===== src/rtl/subsys_sched.sv =====
// Top-level PocketLed scheduler: key-driven menu selects a subsystem, launches it,
// routes its LED bus to the board and ends the run on done, abort or watchdog.
module subsys_sched #(
  parameter int N_SUB     = 4,
  parameter int LED_W     = 16,
  parameter int TMO_CYC   = 1000000,
  parameter int DRAIN_CYC = 4
) (
  input  logic                       clk,
  input  logic                       rst_n,
  input  logic [6:0]                 keys,
  input  logic [N_SUB-1:0]           en_back,
  input  logic [N_SUB*LED_W-1:0]     led_in,
  output logic [N_SUB-1:0]           en_sub,
  output logic [LED_W-1:0]           led,
  output logic [$clog2(N_SUB)-1:0]   sel,
  output logic                       busy,
  output logic                       tmo_err
);

  localparam int SEL_W = $clog2(N_SUB);
  localparam int CNT_W = $clog2(TMO_CYC + 1);
  localparam int PH_W  = $clog2(DRAIN_CYC + 2);

  localparam logic [CNT_W-1:0] TMO_LAST   = CNT_W'(TMO_CYC - 1);
  localparam logic [CNT_W-1:0] TMO_MAX    = CNT_W'(TMO_CYC);
  localparam logic [PH_W-1:0]  LAUNCH_LST = PH_W'(1);
  localparam logic [PH_W-1:0]  DRAIN_LST  = PH_W'(DRAIN_CYC - 1);
  localparam logic [SEL_W-1:0] SEL_LAST   = SEL_W'(N_SUB - 1);

  typedef enum logic [1:0] {
    S_IDLE,
    S_LAUNCH,
    S_RUN,
    S_DRAIN
  } state_t;

  state_t             r_state;
  state_t             w_state_nxt;
  logic [SEL_W-1:0]   r_sel;
  logic [SEL_W-1:0]   w_sel_nxt;
  logic [PH_W-1:0]    r_phase;
  logic [CNT_W-1:0]   r_cnt;
  logic               r_tmo_err;
  logic               w_tmo_set;
  logic               w_tmo_clr;
  logic [N_SUB-1:0]   r_en_sub;
  logic [LED_W-1:0]   r_led;

  logic [2:0]         r_key_s1;
  logic [2:0]         r_key_s2;
  logic [2:0]         r_key_d;
  logic [N_SUB-1:0]   r_eb_s1;
  logic [N_SUB-1:0]   r_eb_s2;
  logic [2:0]         w_key_evt;
  logic               w_abort;
  logic               w_next;
  logic               w_start;
  logic               w_unused_keys;

  logic [LED_W-1:0]   w_led_arr [N_SUB];
  logic [LED_W-1:0]   w_led_sel;
  logic [LED_W-1:0]   w_menu_led;

  assign w_unused_keys = ^keys[6:3];

  for (genvar gi = 0; gi < N_SUB; gi++) begin : g_led_slice
    assign w_led_arr[gi] = led_in[gi*LED_W +: LED_W];
  end

  assign w_led_sel  = w_led_arr[r_sel];
  assign w_menu_led = LED_W'(1) << w_sel_nxt;

  // Two-flop synchronisers plus one delay flop for key rising-edge detection
  always_ff @(posedge clk or negedge rst_n) begin
    if (!rst_n) begin
      r_key_s1 <= '0;
      r_key_s2 <= '0;
      r_key_d  <= '0;
      r_eb_s1  <= '0;
      r_eb_s2  <= '0;
    end else begin
      r_key_s1 <= keys[2:0];
      r_key_s2 <= r_key_s1;
      r_key_d  <= r_key_s2;
      r_eb_s1  <= en_back;
      r_eb_s2  <= r_eb_s1;
    end
  end

  assign w_key_evt = r_key_s2 & ~r_key_d;
  assign w_abort   = w_key_evt[0];
  assign w_next    = w_key_evt[1];
  assign w_start   = w_key_evt[2];

  always_comb begin
    w_state_nxt = r_state;
    w_sel_nxt   = r_sel;
    w_tmo_set   = 1'b0;
    w_tmo_clr   = 1'b0;
    case (r_state)
      S_IDLE: begin
        if (w_start) begin
          w_state_nxt = S_LAUNCH;
          w_tmo_clr   = 1'b1;
        end else if (w_next) begin
          w_sel_nxt = (r_sel == SEL_LAST) ? '0 : r_sel + 1'b1;
        end
      end
      S_LAUNCH: begin
        if (r_phase == LAUNCH_LST) w_state_nxt = S_RUN;
      end
      S_RUN: begin
        if (w_abort) begin
          w_state_nxt = S_DRAIN;
        end else if (r_eb_s2[r_sel]) begin
          w_state_nxt = S_DRAIN;
        end else if (r_cnt == TMO_LAST) begin
          w_state_nxt = S_DRAIN;
          w_tmo_set   = 1'b1;
        end
      end
      S_DRAIN: begin
        if (r_phase == DRAIN_LST) w_state_nxt = S_IDLE;
      end
      default: w_state_nxt = S_IDLE;
    endcase
  end

  always_ff @(posedge clk or negedge rst_n) begin
    if (!rst_n) begin
      r_state   <= S_IDLE;
      r_sel     <= '0;
      r_phase   <= '0;
      r_cnt     <= '0;
      r_tmo_err <= 1'b0;
    end else begin
      r_state <= w_state_nxt;
      r_sel   <= w_sel_nxt;
      if (w_state_nxt != r_state) begin
        r_phase <= '0;
      end else if (r_phase != '1) begin
        r_phase <= r_phase + 1'b1;
      end
      if (w_state_nxt == S_LAUNCH && r_state != S_LAUNCH) begin
        r_cnt <= '0;
      end else if (r_state == S_RUN && r_cnt != TMO_MAX) begin
        r_cnt <= r_cnt + 1'b1;
      end
      if (w_tmo_clr) begin
        r_tmo_err <= 1'b0;
      end else if (w_tmo_set) begin
        r_tmo_err <= 1'b1;
      end
    end
  end

  // Outputs registered from next state so enables and LEDs change on the transition edge
  always_ff @(posedge clk or negedge rst_n) begin
    if (!rst_n) begin
      r_en_sub <= '1;
      r_led    <= '0;
    end else begin
      if (w_state_nxt == S_LAUNCH || w_state_nxt == S_RUN) begin
        r_en_sub <= ~(N_SUB'(1) << r_sel);
      end else begin
        r_en_sub <= '1;
      end
      if (w_state_nxt == S_IDLE) begin
        r_led <= w_menu_led;
      end else if (r_state == S_RUN) begin
        r_led <= w_led_sel;
      end
    end
  end

  assign en_sub  = r_en_sub;
  assign led     = r_led;
  assign sel     = r_sel;
  assign busy    = (r_state != S_IDLE);
  assign tmo_err = r_tmo_err;

endmodule


===== config.mk =====
export PLATFORM = sky130hd
export DESIGN_NAME = subsys_sched
export DESIGN_NICKNAME = d
export VERILOG_FILES = /design/src/rtl/subsys_sched.sv
export SDC_FILE = /design/constraint.sdc
export NUM_CORES = 1
export LEC_CHECK = 0
export BUFFER_PORTS_ARGS = -buffer_cell sky130_fd_sc_hd__buf_4
export CELL_PAD_IN_SITES_DETAIL_PLACEMENT = 1
export CELL_PAD_IN_SITES_GLOBAL_PLACEMENT = 2
export CORE_MARGIN = 1
export CORE_UTILIZATION = 34
export CTS_CLUSTER_SIZE = 40
export DETAILED_ROUTE_END_ITERATION = 7
export GPL_ROUTABILITY_DRIVEN = 0
export PLACE_DENSITY_LB_ADDON = 0.1
export SLEW_MARGIN = 10
export SYNTH_ARGS = -nofsm -noshare
export SYNTH_HDL_FRONTEND = slang
export SYNTH_SLANG_ARGS = --single-unit

===== constraint.sdc =====
create_clock -name clk -period 8.2 [get_ports clk]
set_input_delay 0.41 -clock clk [delete_from_list [all_inputs] [get_ports clk]]
set_output_delay 0.41 -clock clk [all_outputs]
set_load 0.05 [all_outputs]

---- Word-level counts from Yosys, hierarchy flattened ----
Cells that the tools add are included.
cells by class
  add/sub/neg operators ................... 3
  $lt $le $gt $ge ......................... 2
  equal/unequal tests ..................... 13
  shift-type cells ........................ 2
  mux-type cells .......................... 31
  bitwise operators ....................... 4
  reduce and logical (&&, ||, !) cells .... 10
operators by type and width
  cell                     count
  $mux W16                 4
  $mux W20                 2
  $bmux W16 S2             1
  $add A20 B1 Y20 const B  1
  $eq A20 B20 Y1 const B   1
  $mux W2                  10
  $ne A20 B20 Y1 const B   1
  $shl A1 B2 Y16 const A   1
  $reduce_bool A2 Y1       5
  $mux W1                  9
  $eq A2 B2 Y1 const B     4
  $pmux W2 S4              1
  $mux W3                  2
  $eq A2 B1 Y1 const B     2
  $logic_not A2 Y1         2
  $mux W4                  1
  $not A4 Y4               1
  $shl A1 B2 Y4 const A    1
  $add A3 B1 Y3 const B    1
  $and A3 B3 Y3            1
  $eq A3 B1 Y1 const B     1
  $eq A3 B2 Y1 const B     1
  $ge A3 B3 Y1 const B     1
  $lt A2 B3 Y1 const B     1
  other kinds (9)          10
word-level totals
  register bits ........................... 65

---- Logic depth before layout (Yosys ltp) ----
Gate-level depths: netlist of run 1.
  depth in word-level cells ............... 8
  mapped depth ............................ 10
  gate-level depth less buffers ........... 9

---- Worst setup path after synthesis of run 1 ----
Ideal clock, no wire load.
  kind .................................... flip-flop to flip-flop
  from .................................... register r_sel[1], in the netlist sel[1]
  to ...................................... register r_cnt[14]
  library setup time ...................... 0.078 ns
  arrival ................................. 2.908 ns
  required time ........................... 8.122 ns
  path slack .............................. 5.214 ns
  stages on the path, launching flop included .. 11
  clock period less this slack ............ 2.986 ns
  cell sequence ........................... dfrtp_1 -> clkbuf_1 -> mux4_2 -> nor3_1 -> a21bo_2 -> o221a_2 -> ha_1 -> and2_1 -> clkbuf_1 -> buf_1 -> a21oi_1
between the ends
  longest elaborated chain between the ends .. 8
RTL lines
  element                                         RTL line  RTL
  start, declared                                 40        logic [SEL_W-1:0] r_sel;
  start signal, assigned                          139       r_sel <= w_sel_nxt;
  $bmux W1 S2 *                                   116       end else if (r_eb_s2[r_sel]) begin
  $mux W1 (not written as such) *                 116
  $mux W2 *                                       116
  $mux W2 *                                       114       if (w_abort) begin
  $pmux W2 S4 *                                   101       case (r_state)
  via w_state_nxt[0]                              39        state_t w_state_nxt;
  $eq A2 B1 Y1 *                                  145       if (w_state_nxt == S_LAUNCH && r_state != S_LAUNCH) begin
  $logic_and A1 B1 Y1 *                           145
  $mux W20 or $reduce_bool A2 Y1 (tied branches)  --
  end signal, assigned                            148       r_cnt <= r_cnt + 1'b1;
  end, declared                                   43        logic [CNT_W-1:0] r_cnt;
The timed path passes the listed nets; every way through them passes the cells marked *. The select of a mux whose other input is x is not followed.
A chain may end at the register's enable or synchronous reset.

---- Final worst setup path of run 1 ----
  from .................................... register r_sel[1], in the netlist sel[1]
  to ...................................... register r_cnt[1]
The elaborated chain is that of the path after synthesis.

==> impl_metrics.toml, run 1 <==
[yosys]
syn_inst = 301
netlist_area_sq_um = 3322
synth_seq_cells = 65
yosys_warnings = 0
ys_types = 43
synth_nets = 390
ys_seq_area_share_pct = 49.11
synth_async_sr_flop_share_pct = 100.0
synth_area_per_cell_sq_um = 11.04
synth_edf_count = 0
synth_ff_type = "dfrtp_1"

[cts]
cts.clk_slew.worst_paths_ns = 0.08
cts-buffers-inserted = 9
cts.sinks = 65
cts-resized-gates = 0
postCtsSetupBuffers = 0
clockBufferDepth = 2
htree_num_levels = 3
cts-root-buf = "clkbuf_8"
tritoncts = "built"
clk_latency_ns = 0.35
cts_hold_buf = 0

[finish]
antenna_cells = 0
area_growth_pct = 30.73
final_common_cell = "buf_4"
fill_cells = 1058
nets = 482
final_cell_mix = "99 x buf_4, 61 x dfrtp_1, 45 x nand2_1, 31 x a21oi_1, 17 x mux4_2"
drive_gt1_share_pct = 37.19
instances_no_fill = 527

[global_route]
grt_pass1_vias = 2776
antenna_found_initial = 0
grt_max_degree = 66
grt_pass1_wl_microns = 13940
grt_usage_pct = 18.19
gr-total-overflow = 0

[detailed_routing]
drc = 0
wl_microns = 8531
ant_nets = 0
vias = 2691
firstDrtPassIters = 4
viasPerCell = 5.106
drt-initial-drc-count = 56
wl_per_cell_microns = 16.19

[sta]
rsz0062_at_grt = "no"
hold_viol_final = 0
worst_pin_slew_ns = 0.9796
final_max_slew_viol_count = 0
fin_crit_ns = 3.328
maxSlewHeadroom_pct = 34.69
finClkSkew_ns = 0.01028
setup_viol = 0
fin_setup_tns_ns = 0
period_share_pct = 40.59
holdWs_ns = 0.1496
max_freq_mhz = 300.5

[critical_path]
r2r_setup_slack_ns = 4.87
cp_data_required_time_ns = 8.44
critical_path_arrival_ns = 3.57
r2r-start = "sel[1]"
path_class = "reg -> reg"
worstSetupStartpointType = "register"
crit_fanout = 22
worst_r2r_endpoint = "r_cnt[1]"
rr_worst_depth = 7
worstSetupEndpointType = "register"

[power_and_ir_drop]
clkPwrFrac_pct = 20.7
powerDensity_nw_per_um2 = 313.1
intPower_mw = 0.7831
ir_drop_mv = 0.1428
power.leakage_nw = 1.961
pwr-share-seq_pct = 33.0
switchingPower_mw = 0.5767
p_sw_share_pct = 42.41
comb_power_share_pct = 46.3

[place]
dp_cells = 511
port_buffers = 96
place_hpwl_microns = 6098

[die]
coreArea_sq_um = 9371
io_pins = 101
start_util_pct = 35.45
die-area_sq_um = 10170
rows = 35
die_y_microns = 100.8
die_w_microns = 100.8

[worst_hold_path]
hold_path_class = "in -> async"

[run_status]
status = "finished, final reports clean"

[run]
maxCapViolCount = 0
[layout make-up]
class,instances,area (sq um),area share (%)
timing repair buffer,99,743.2,17.11
sequential,65,1632,37.57
clock buffer,9,123.9,2.852
tap,129,161.4,3.717
multi-input combinational,207,1563,35.98
clock inverter,7,78.83,1.815
inverter,11,41.29,0.9507
[registers in the layout, summed over array words and instances, names as in the netlist]
name and count:
r_key_s2 3, r_eb_s2 4, r_state 2, r_key_d 3
r_phase 3, en_sub 4, sel 2, r_key_s1 3
tmo_err 1, r_cnt 20, led 16, r_eb_s1 4
[power groups by stage]
stage	Clock (mW)	Combinational, mW	Sequential (mW)
floorplan	0	0.331	0.573
detailed placement	0	0.641	0.455
global placement	0	0.635	0.453
finish	0.282	0.629	0.449
global route	0.305	0.689	0.459
CTS	0.291	0.644	0.449
[cell families after synthesis]
kind of cell | after synthesis | synth area share (%)
fa+ha+maj | 12 | 4.520
xor+xnor | 7 | 1.846
compound gates | 57 | 10.47
simple gates | 109 | 17.14
flops | 65 | 49.11
buf+inv | 29 | 3.842
mux | 22 | 13.07
[metal layers]
layer	up-vias	wire, microns	global-route usage (%)
met2	70	4073	29.56
li1	1274	-	-
met5	-	0	0
met1	1336	3774	22.92
met4	0	122	6.355
met3	11	560	5.687
[per-stage QoR]
stage | utilization, % | instance area [sq um] | setup WS (ns) | power [mW]
2_1_floorplan | - | 3322 | 5.214 | 0.9036
3_3_place_gp | 44.18 | 4140 | 4.916 | 1.088
3_5_place_dp | 44.18 | 4140 | 4.879 | 1.096
4_1_cts | 46.34 | 4343 | 4.841 | 1.384
5_1_grt | 46.34 | 4343 | 4.603 | 1.454
6_report | 46.34 | 4343 | 4.872 | 1.360
[worst max-delay path, stage by stage, from the launching register on]
cell and delay [ns]:
dfrtp_1 0.99, mux4_2 0.44, nor3_1 0.24, a21bo_2 0.29, o221a_2 0.30, ha_1 0.20, and2_1 0.38, o32ai_1 0.38
[cells in the mapped netlist, drive strengths merged (2+ instances only)]
master,count,area (sq um)
and2,2,12.51
or3,6,37.54
mux2i,4,40.04
clkbuf,11,41.29
ha,12,150.1
nand4,8,50.05
a211oi,3,22.52
nor2b,2,12.51
nor4,2,18.77
dfrtp,61,1526
nand2b,8,57.55
dfstp,4,105.1
buf,7,45.04
a21oi,31,155.2
nor3,5,25.02
nand2,45,168.9
nand3,7,35.03
xor2,4,35.03
and4,3,26.28
xnor2,3,26.28
a31o,4,35.03
inv,11,41.29
or4,7,52.55
nor2,9,33.78
o31ai,5,37.54
o21ai,8,40.04
mux4,17,382.9
[worst max path at each step]
stage	startpoint	end	slack (ns)	cells past startpoint
floorplan	sel[1]	r_cnt[14]	5.21	10
global placement	sel[1]	r_cnt[1]	4.92	7
detailed placement	sel[1]	r_cnt[1]	4.88	7
CTS	sel[1]	r_cnt[1]	4.84	7
global route	sel[1]	led[1]	4.60	7
finish	sel[1]	r_cnt[1]	4.87	7
No activity file was read; power rests on OpenSTA's default activity.
==> run 2: changes to the inputs <==
--- a/config.mk
+++ b/config.mk
@@ -9,7 +9,7 @@
 export CELL_PAD_IN_SITES_DETAIL_PLACEMENT = 1
 export CELL_PAD_IN_SITES_GLOBAL_PLACEMENT = 2
 export CORE_MARGIN = 1
-export CORE_UTILIZATION = 34
+export CORE_UTILIZATION = 29
 export CTS_CLUSTER_SIZE = 40
 export DETAILED_ROUTE_END_ITERATION = 7
 export GPL_ROUTABILITY_DRIVEN = 0
==> constraint.sdc (replaced) <==
create_clock -name clk -period 2.7 [get_ports clk]
set_input_delay 0.135 -clock clk [delete_from_list [all_inputs] [get_ports clk]]
set_output_delay 0.135 -clock clk [all_outputs]
set_load 0.05 [all_outputs]
==> run 2 against run 1 <==
Non-clock buffer count increased by 17. Clock skew fell by 0.0046 ns. Via count grew 2.4%. Sequential share of layout area shrank 2.2 points. Largest power group unchanged. Register-to-register slack worse by 4.7 ns. Final area rose by 6.5%. Routed wire length grew 7.9%. Critical path depth up 1.
==> impl_metrics.toml, run 2 (synthesized netlist as in run 1, its figures left out) <==
[run_status]
status = "finished, final reports clean"

[place]
place_hpwl_microns = 6615
postPlaceCellArea_sq_um = 4225
port_buffers = 96

[finish]
stdcell_area_sq_um = 4623
area_growth_pct = 39.17
drive_gt1_share_pct = 38.55
final_common_cell = "buf_4"
final_cell_mix = "108 x buf_4, 59 x dfrtp_1, 45 x nand2_1, 31 x a21oi_1, 17 x mux4_2"
fill_cells = 1238
largest_reg_flops = 20
top_register = "r_cnt"
nets = 499
antenna_cells = 0

[die]
start_util_pct = 30.25
coreArea_sq_um = 10980
rows = 38
die-area_sq_um = 11890
io_pins = 101
die_w_microns = 109.0
die_y_microns = 109.0

[sta]
fin_setup_tns_ns = 0
final_max_slew_viol_count = 0
setup_viol = 0
hold_viol_final = 0
maxSlewHeadroom_pct = 42.65
fin_crit_ns = 2.554
period_share_pct = 94.60
max_freq_mhz = 391.5
worst_pin_slew_ns = 0.8603
holdWs_ns = 0.2817
finClkSkew_ns = 0.005690
rsz0062_at_grt = "no"

[cts]
clk_latency_ns = 0.33
tritoncts = "built"
cts.clk_slew.worst_paths_ns = 0.06
clockBufferDepth = 2
cts-buffers-inserted = 9
htree_num_levels = 3
cts-root-buf = "clkbuf_16"
cts.sinks = 65

[critical_path]
critical_path_arrival_ns = 2.76
path_class = "reg -> reg"
worstSetupEndpointType = "register"
cp_data_required_time_ns = 2.90
worstSetupStartpointType = "register"
crit_fanout = 10

[global_route]
gr-total-overflow = 0
grt_pass1_vias = 3127
grt_usage_pct = 17.60
grt_pass1_wl_microns = 15640
grt_max_degree = 66
antenna_found_initial = 0

[detailed_routing]
viasPerCell = 4.964
wl_microns = 9208
firstDrtPassIters = 4
wl_per_cell_microns = 16.59
vias = 2755
ant_nets = 0
drc = 0
drt-initial-drc-count = 123

[worst_hold_path]
hold_path_class = "in -> reg"

[run]
maxCapViolCount = 0

[power_and_ir_drop]
powerDensity_nw_per_um2 = 980.1
ir_drop_mv = 0.5336
power.leakage_nw = 2.075
-- run 2: timing repair --
item                                   CTS  global route
buffers inserted                         0             1
setup endpoints to repair                0            15
hold buffers                             8             0
gates resized for setup                  0             1
endpoints found under the hold margin   68             0
-- run 2: final timing paths --
path	to	cells after the start	start	slack, ns
max	r_cnt[19]	8	r_cnt[8]	0.15
min reg2reg	r_eb_s2[2]	0	r_eb_s1[2]	0.35
min in group asynchronous	tmo_err	2	rst_n	0.46
max reg2reg	r_cnt[19]	8	r_cnt[8]	0.15
max in group asynchronous	sel[0]	2	rst_n	1.64
min	led[7]	4	led_in[39]	0.28
-- run 2: metrics by stage --
stage | power (mW) | cells | setup slack (ns) | utilization (%)
2_1_floorplan | 2.751 | 301 | 0.01749 | -
3_5_place_dp | 3.388 | 530 | 0.09943 | 38.47
3_3_place_gp | 3.373 | 530 | 0.1419 | 38.47
5_1_grt | 4.842 | 555 | 0.02296 | 42.09
6_report | 4.531 | 555 | 0.1458 | 42.09
4_1_cts | 4.607 | 554 | 0.07181 | 41.98
-- run 2: power breakdown --
| part | total, mW | leakage (nW) | internal, mW | switching [mW] |
|---|---|---|---|---|
| registers | 1.33 | 0.818 | 1.18 | 0.154 |
| logic | 2.02 | 1.11 | 0.818 | 1.20 |
| clock network | 1.18 | 0.142 | 0.722 | 0.457 |
| total | 4.53 | 2.08 | 2.72 | 1.81 |
-- run 2: critical path, cell delays in order, from the launching register on --
cell and delay (ns):
dfrtp_1 0.44, or4b_2 0.74, nor4_4 0.20, a21bo_2 0.20, o221a_2 0.21, ha_1 0.18
and2_1 0.20, buf_4 0.20, a21oi_1 0.06
-- run 2: cell type report --
class | count | area (sq um) | share of cell area [%]
tap | 140 | 175.2 | 3.789
multi-input combinational | 207 | 1577 | 34.10
clock buffer | 9 | 225.2 | 4.871
clock inverter | 7 | 80.08 | 1.732
sequential | 65 | 1634 | 35.35
timing repair buffer | 116 | 890.9 | 19.27
inverter | 11 | 41.29 | 0.8931
-- run 2: layer usage --
layer | vias to the layer above | GRT usage (%) | routed length, microns
met4 | 0 | 5.792 | 111
met3 | 11 | 6.396 | 639
met2 | 78 | 29.07 | 4422
li1 | 1310 | - | -
met5 | - | 0 | 0
met1 | 1356 | 21.19 | 4034
